==> config.mk <==
export PLATFORM = sky130hd
export DESIGN_NAME = mcycle
export DESIGN_NICKNAME = d
export VERILOG_FILES = /design/src/rtl/mcycle_pkg.sv /design/src/rtl/mcycle.sv
export SDC_FILE = /design/constraint.sdc
export NUM_CORES = 1
export LEC_CHECK = 0
export CORE_MARGIN = 2
export CORE_UTILIZATION = 30
export DETAILED_ROUTE_END_ITERATION = 8
export HOLD_SLACK_MARGIN = 0.06
export PLACE_DENSITY = 0.46
export SYNTH_ARGS = -nofsm -noshare
export SYNTH_HDL_FRONTEND = slang
export SYNTH_SLANG_ARGS = --single-unit
==> constraint.sdc <==
create_clock -name CLK -period 16.5 [get_ports CLK]
set_clock_uncertainty 0.15 [all_clocks]
set_input_delay 4.125 -clock CLK [delete_from_list [all_inputs] [get_ports CLK]]
set_output_delay 4.125 -clock CLK [all_outputs]
set_load 0.01 [all_outputs]
==> src/rtl/mcycle_pkg.sv <==
// Shared definitions for the multi-cycle multiply/divide unit.
//   MCYCLE_WIDTH  : default operand/result width
//   mcycle_op_e   : MCycleOp encodings (signed/unsigned mul/div)
//   mcycle_state_e: controller state encoding
package mcycle_pkg;

   localparam int unsigned MCYCLE_WIDTH = 32;

   typedef enum logic [1:0] {
      OP_SMUL = 2'b00,
      OP_UMUL = 2'b01,
      OP_SDIV = 2'b10,
      OP_UDIV = 2'b11
   } mcycle_op_e;

   typedef enum logic {
      S_IDLE      = 1'b0,
      S_COMPUTING = 1'b1
   } mcycle_state_e;

   function automatic logic op_is_div(input logic [1:0] op);
      return (op == OP_SDIV) || (op == OP_UDIV);
   endfunction

   function automatic logic op_is_signed(input logic [1:0] op);
      return (op == OP_SMUL) || (op == OP_SDIV);
   endfunction

endpackage

==> src/rtl/mcycle.sv <==
// Multi-cycle multiply/divide unit. One shift-and-add (mul) or restoring
// subtract-shift (div) iteration per clock, WIDTH iterations per operation.
// Ports:
//   CLK, RESETn         : clock, asynchronous active-low reset
//   Start, MCycleOp     : request and operation, sampled only in IDLE
//   Operand1, Operand2  : multiplicand/dividend, multiplier/divisor
//   Result1, Result2    : mul low/high product, div quotient/remainder (registered)
//   Busy                : operation accepted or in progress (stall request)
//   Done                : one-cycle pulse when Result1/Result2 are updated
module mcycle
   import mcycle_pkg::*;
#(
   parameter int unsigned WIDTH = MCYCLE_WIDTH
)
(
   input  logic             CLK,
   input  logic             RESETn,
   input  logic             Start,
   input  logic [1:0]       MCycleOp,
   input  logic [WIDTH-1:0] Operand1,
   input  logic [WIDTH-1:0] Operand2,
   output logic [WIDTH-1:0] Result1,
   output logic [WIDTH-1:0] Result2,
   output logic             Busy,
   output logic             Done
);

   localparam int unsigned CNT_W = $clog2(WIDTH) + 1;
   localparam logic [CNT_W-1:0] LAST_CNT = CNT_W'(WIDTH - 1);
   localparam logic [CNT_W-1:0] CNT_ONE  = CNT_W'(1);

   mcycle_state_e        state_q;
   logic [CNT_W-1:0]     count_q;
   logic                 is_div_q;
   logic                 neg_q;      // product/quotient must be negated
   logic                 rneg_q;     // remainder must be negated (dividend sign)
   logic                 div0_q;     // divide by zero: quotient stays all ones
   logic [WIDTH-1:0]     mag_q;      // multiplicand or divisor magnitude
   logic [2*WIDTH-1:0]   shift_q;
   logic [2*WIDTH-1:0]   shift_d;
   logic [WIDTH-1:0]     res1_q;
   logic [WIDTH-1:0]     res2_q;
   logic                 done_q;

   // Operand conditioning at acceptance time
   logic                 sgn1, sgn2;
   logic [WIDTH-1:0]     mag1, mag2;

   // Shared adder/subtractor
   logic [WIDTH:0]       add_a, add_b, sum;
   logic                 div_ok;

   // Output conditioning on the last iteration
   logic [2*WIDTH-1:0]   prod;
   logic [WIDTH-1:0]     quot, rem;
   logic [WIDTH-1:0]     fin1, fin2;

   always_comb begin
      sgn1 = op_is_signed(MCycleOp) & Operand1[WIDTH-1];
      sgn2 = op_is_signed(MCycleOp) & Operand2[WIDTH-1];
      // -(-2^(WIDTH-1)) wraps to 2^(WIDTH-1), which is the correct unsigned magnitude
      mag1 = sgn1 ? -Operand1 : Operand1;
      mag2 = sgn2 ? -Operand2 : Operand2;
   end

   always_comb begin
      add_a  = '0;
      add_b  = '0;
      sum    = '0;
      div_ok = 1'b0;
      shift_d = shift_q;
      if (is_div_q) begin
         // Shifted partial remainder minus divisor; bit WIDTH set means borrow
         add_a = shift_q[2*WIDTH-1:WIDTH-1];
         add_b = {1'b0, mag_q};
      end else begin
         // Add multiplicand into the high half when the current multiplier bit is set
         add_a = {1'b0, shift_q[2*WIDTH-1:WIDTH]};
         add_b = shift_q[0] ? {1'b0, mag_q} : '0;
      end
      sum = add_a + (add_b ^ {(WIDTH+1){is_div_q}}) + {{WIDTH{1'b0}}, is_div_q};
      if (is_div_q) begin
         div_ok  = ~sum[WIDTH];
         shift_d = {(div_ok ? sum[WIDTH-1:0] : shift_q[2*WIDTH-2:WIDTH-1]),
                    shift_q[WIDTH-2:0], div_ok};
      end else begin
         shift_d = {sum, shift_q[WIDTH-1:1]};
      end
   end

   always_comb begin
      prod = neg_q ? -shift_d : shift_d;
      quot = shift_d[WIDTH-1:0];
      rem  = shift_d[2*WIDTH-1:WIDTH];
      if (is_div_q) begin
         fin1 = (neg_q && !div0_q) ? -quot : quot;
         fin2 = rneg_q ? -rem : rem;
      end else begin
         fin1 = prod[WIDTH-1:0];
         fin2 = prod[2*WIDTH-1:WIDTH];
      end
   end

   always_ff @(posedge CLK or negedge RESETn) begin
      if (!RESETn) begin
         state_q  <= S_IDLE;
         count_q  <= '0;
         is_div_q <= 1'b0;
         neg_q    <= 1'b0;
         rneg_q   <= 1'b0;
         div0_q   <= 1'b0;
         mag_q    <= '0;
         shift_q  <= '0;
         res1_q   <= '0;
         res2_q   <= '0;
         done_q   <= 1'b0;
      end else begin
         done_q <= 1'b0;
         case (state_q)
            S_IDLE: begin
               if (Start) begin
                  is_div_q <= op_is_div(MCycleOp);
                  neg_q    <= sgn1 ^ sgn2;
                  rneg_q   <= sgn1;
                  div0_q   <= op_is_div(MCycleOp) && (Operand2 == '0);
                  // mul: shift register holds the multiplier, mag_q the multiplicand
                  // div: shift register holds the dividend, mag_q the divisor
                  mag_q    <= op_is_div(MCycleOp) ? mag2 : mag1;
                  shift_q  <= {{WIDTH{1'b0}}, (op_is_div(MCycleOp) ? mag1 : mag2)};
                  count_q  <= '0;
                  state_q  <= S_COMPUTING;
               end
            end
            S_COMPUTING: begin
               shift_q <= shift_d;
               count_q <= count_q + CNT_ONE;
               if (count_q == LAST_CNT) begin
                  res1_q  <= fin1;
                  res2_q  <= fin2;
                  done_q  <= 1'b1;
                  state_q <= S_IDLE;
               end
            end
            default: state_q <= S_IDLE;
         endcase
      end
   end

   assign Busy    = ((state_q == S_IDLE) && Start) || (state_q == S_COMPUTING);
   assign Done    = done_q;
   assign Result1 = res1_q;
   assign Result2 = res2_q;

endmodule

==> impl_metrics.env <==
export IMPL_fin_crit_sh_pct=62.4
export IMPL_muxShareOfSynthArea_pct=4.08
export IMPL_first_pass_iters=6
export IMPL_antenna_found_initial=0
export IMPL_synth_edf_count=0
export IMPL_clk_pin_slew_ps=70
export IMPL_reg2reg_depth=22
export IMPL_synth_warnings=0
export IMPL_synthSimpleGateAreaFrac_pct=21.9
export IMPL_synth_top_family_by_area="compound AO/OA/AOI/OAI gates"
export IMPL_cts_root_buf="clkbuf_16"
export IMPL_die_h_um=231
export IMPL_fin_nets=2214
export IMPL_synth_seq_area_share_pct=27.8
export IMPL_ys_async_sr_fraction_pct=100
export IMPL_path_cells="clkdlybuf4s50_1 -> buf_4 -> nor2_2 -> buf_4 -> inv_1 -> clkdlybuf4s50_1"
export IMPL_worst_r2r_startpoint="is_div_q$_DFFE_PN0P_"
export IMPL_synth_distinct_cells=90
export IMPL_diodes=0
export IMPL_end_kind="output pin"
export IMPL_numPortBuffers=134
export IMPL_grt_ovfl_total=0
export IMPL_crit_path_max_incr_delay_ps=600
export IMPL_ys_ff_latch=172
export IMPL_syn_nets=2197
export IMPL_setup_tns_ps=0
export IMPL_synth_compound_area_share_pct=29.4
export IMPL_ctsHoldBuffers=0
export IMPL_slew_headroom_pct=28.3
export IMPL_period_minus_slack_ps=10300
export IMPL_vias=15500
export IMPL_critPathKind="input pin to output pin"
export IMPL_post_cts_buffers=0
export IMPL_core_rowCount=83
export IMPL_track_usage_pct=21.7
export IMPL_min_from="Result2[12]$_DFFE_PN0P_"
export IMPL_tightestPinTransition_ps=1070
export IMPL_netlist_instances=2091
export IMPL_ff2ff_setup_slack_ps=8530
export IMPL_grt_first_pass_wirelength_mm=88.8
export IMPL_drtAntennaViolNets=0
export IMPL_io_pins=135
export IMPL_cp_startpoint="Start"
export IMPL_cts_repair_resized=0
export IMPL_cts_path_max_buffers=2
export IMPL_cts_tree="built"
export IMPL_wl_per_cell_um=21.0
export IMPL_syn2layout_area_growth_pct=15.3
export IMPL_status="completed"
export IMPL_viasPerCell=5.52
export IMPL_core_area_um2=51200
export IMPL_drc_errors=0
export IMPL_rsz0062_at_grt="false"
export IMPL_synth_top_area_share_pct=27.8
export IMPL_fill_cells=5417
export IMPL_synth_xor_area_share_pct=8.81
export IMPL_r2r_end="Result2[26]$_DFFE_PN0P_"
export IMPL_path_delay_family="buffers and inverters"
export IMPL_setup_viol_count_final=0
export IMPL_synth_fa_ha_area_share_pct=3.03
export IMPL_synthFlopType="dfrtp_1"
export IMPL_crit_cells=6
export IMPL_fp_dieArea_um2=53500
export IMPL_crit_fanout=29
export IMPL_place_hpwl_mm=45.4
export IMPL_avgSynthCellArea_um2=7.42
export IMPL_syn_cell_area_um2=15500
export IMPL_start_util_pct=30.3
export IMPL_cap_viol_max_count=0
export IMPL_grt_max_degree=83
export IMPL_drt_iter0_markers=1389
export IMPL_critPathCapture="Busy"
export IMPL_clock_latency_ps=470
export IMPL_yosys_area_top_type="dfrtp_1"
export IMPL_required_ps=12230
export IMPL_grt_pass1_vias=14100
export IMPL_holdCritPathClass="flop to flop"
export IMPL_fmax_ghz=0.0971
export IMPL_htree_levels=4
export IMPL_final_common_cell="nand2_1"
export IMPL_place_congestion=0.893
export IMPL_cts_inserted_buffers=17
export IMPL_wirelength_mm=58.7
export IMPL_cp_slowest_cell="clkdlybuf4s50_1"
export IMPL_synthTopCellsByArea="dfrtp_1, o21ai_0, nand2_1, a21oi_1, nor2_1"
export IMPL_cp_start_kind="input pin"
export IMPL_final_cell_mix="nand2_1, o21ai_0, nor2_1, dfrtp_1, a21oi_1"
export IMPL_hold_viol=0
export IMPL_critPathBufInv=5
export IMPL_die_x_um=231
export IMPL_cts_sinks=172
export IMPL_drive_gt1_share_pct=6.08
export IMPL_maxSlewViolCount=0
export IMPL_worst_ep_arrival_time_ps=6030
-- how the worst min path moves through the flow --
stage,to,slack (ps),depth (start not counted)
2_1_floorplan,count_q[5]$_DFFE_PN0P_,310,1
3_3_place_gp,Result2[12]$_DFFE_PN0P_,310,2
3_5_place_dp,Result2[11]$_DFFE_PN0P_,320,2
4_1_cts,Result2[11]$_DFFE_PN0P_,340,2
5_1_grt,Result1[14]$_DFFE_PN0P_,350,2
6_report,Result2[12]$_DFFE_PN0P_,330,2
-- area by class of cell --
cell class / count / area, um2 / area share [%]
clock inverters: 12 / 161 / 0.903
flip-flops and latches: 172 / 4310 / 24.1
well taps: 680 / 851 / 4.76
inverters: 31 / 116 / 0.651
multi-input cells: 1726 / 10400 / 58.4
clock buffers: 20 / 457 / 2.55
repair buffers: 160 / 1540 / 8.60
-- stage by stage --
stage,area [um2],hold slack (ps),std cells,setup slack [ps],util [%]
after floorplan,15500,305,2091,7550,-
after global placement,17300,312,2769,6200,33.7
after detailed placement,17300,320,2769,6210,33.7
after CTS,17900,337,2801,6210,34.9
after global routing,17900,352,2801,6150,34.9
final,17900,327,2801,6200,34.9
-- flip-flops by register name, indices dropped and copies added, names as in the netlist --
signal,count
shift_q,64
div0_q,1
mag_q,32
count_q,6
Result2,32
is_div_q,1
state_q,1
neg_q,1
Result1,32
Done,1
rneg_q,1
-- metal layers --
| metal | global-route usage [%] | share of wire, % |
|---|---|---|
| met1 | 32.8 | 50 |
| met2 | 31.9 | 43 |
| met3 | 2.73 | 5.1 |
| met4 | 6.11 | 2.0 |
| met5 | 0 | 0 |
-- tightest hold or removal path, cell delays in order (launching register included) --
cell and delay (ps):
dfrtp_1 340, nand2_1 40, o21ai_0 60
-- synth_stat cells, types with 9 or more instances --
cell type and n:
nand2b_1 16, a21boi_0 11, o21ai_1 13, nor2b_1 14, a211o_1 13, a22o_1 22
buf_2 30, nand3_1 33, mux2_2 28, o22ai_1 14, a21oi_1 168, clkbuf_1 105
a21o_1 17, nor2_1 198, inv_1 25, a31oi_1 32, o21a_1 17, nand4_1 27
nor3_1 51, xnor2_1 75, o31ai_1 18, xor2_1 81, and3_1 10, ha_1 36
nor4_1 21, or3_1 21, o211ai_1 20, and2_1 9, buf_1 22, mux2i_1 29
nand2_1 296, o21ai_0 260, a211oi_1 48, dfrtp_1 172, or2_2 11
-- cell families (layout without fill, tap and decap cells) --
logic type | Yosys count | in the layout
AND/OR/NAND/NOR | 742 | 742
AO/OA/AOI/OAI | 732 | 732
buffers and inverters | 193 | 223
flip-flops | 172 | 172
XOR/XNOR | 156 | 156
multiplexers | 59 | 59
adder cells (fa/ha/maj) | 37 | 37
Power is not shown: default switching activity piles up to over one toggle a cycle in this logic, so the estimate is an artifact.
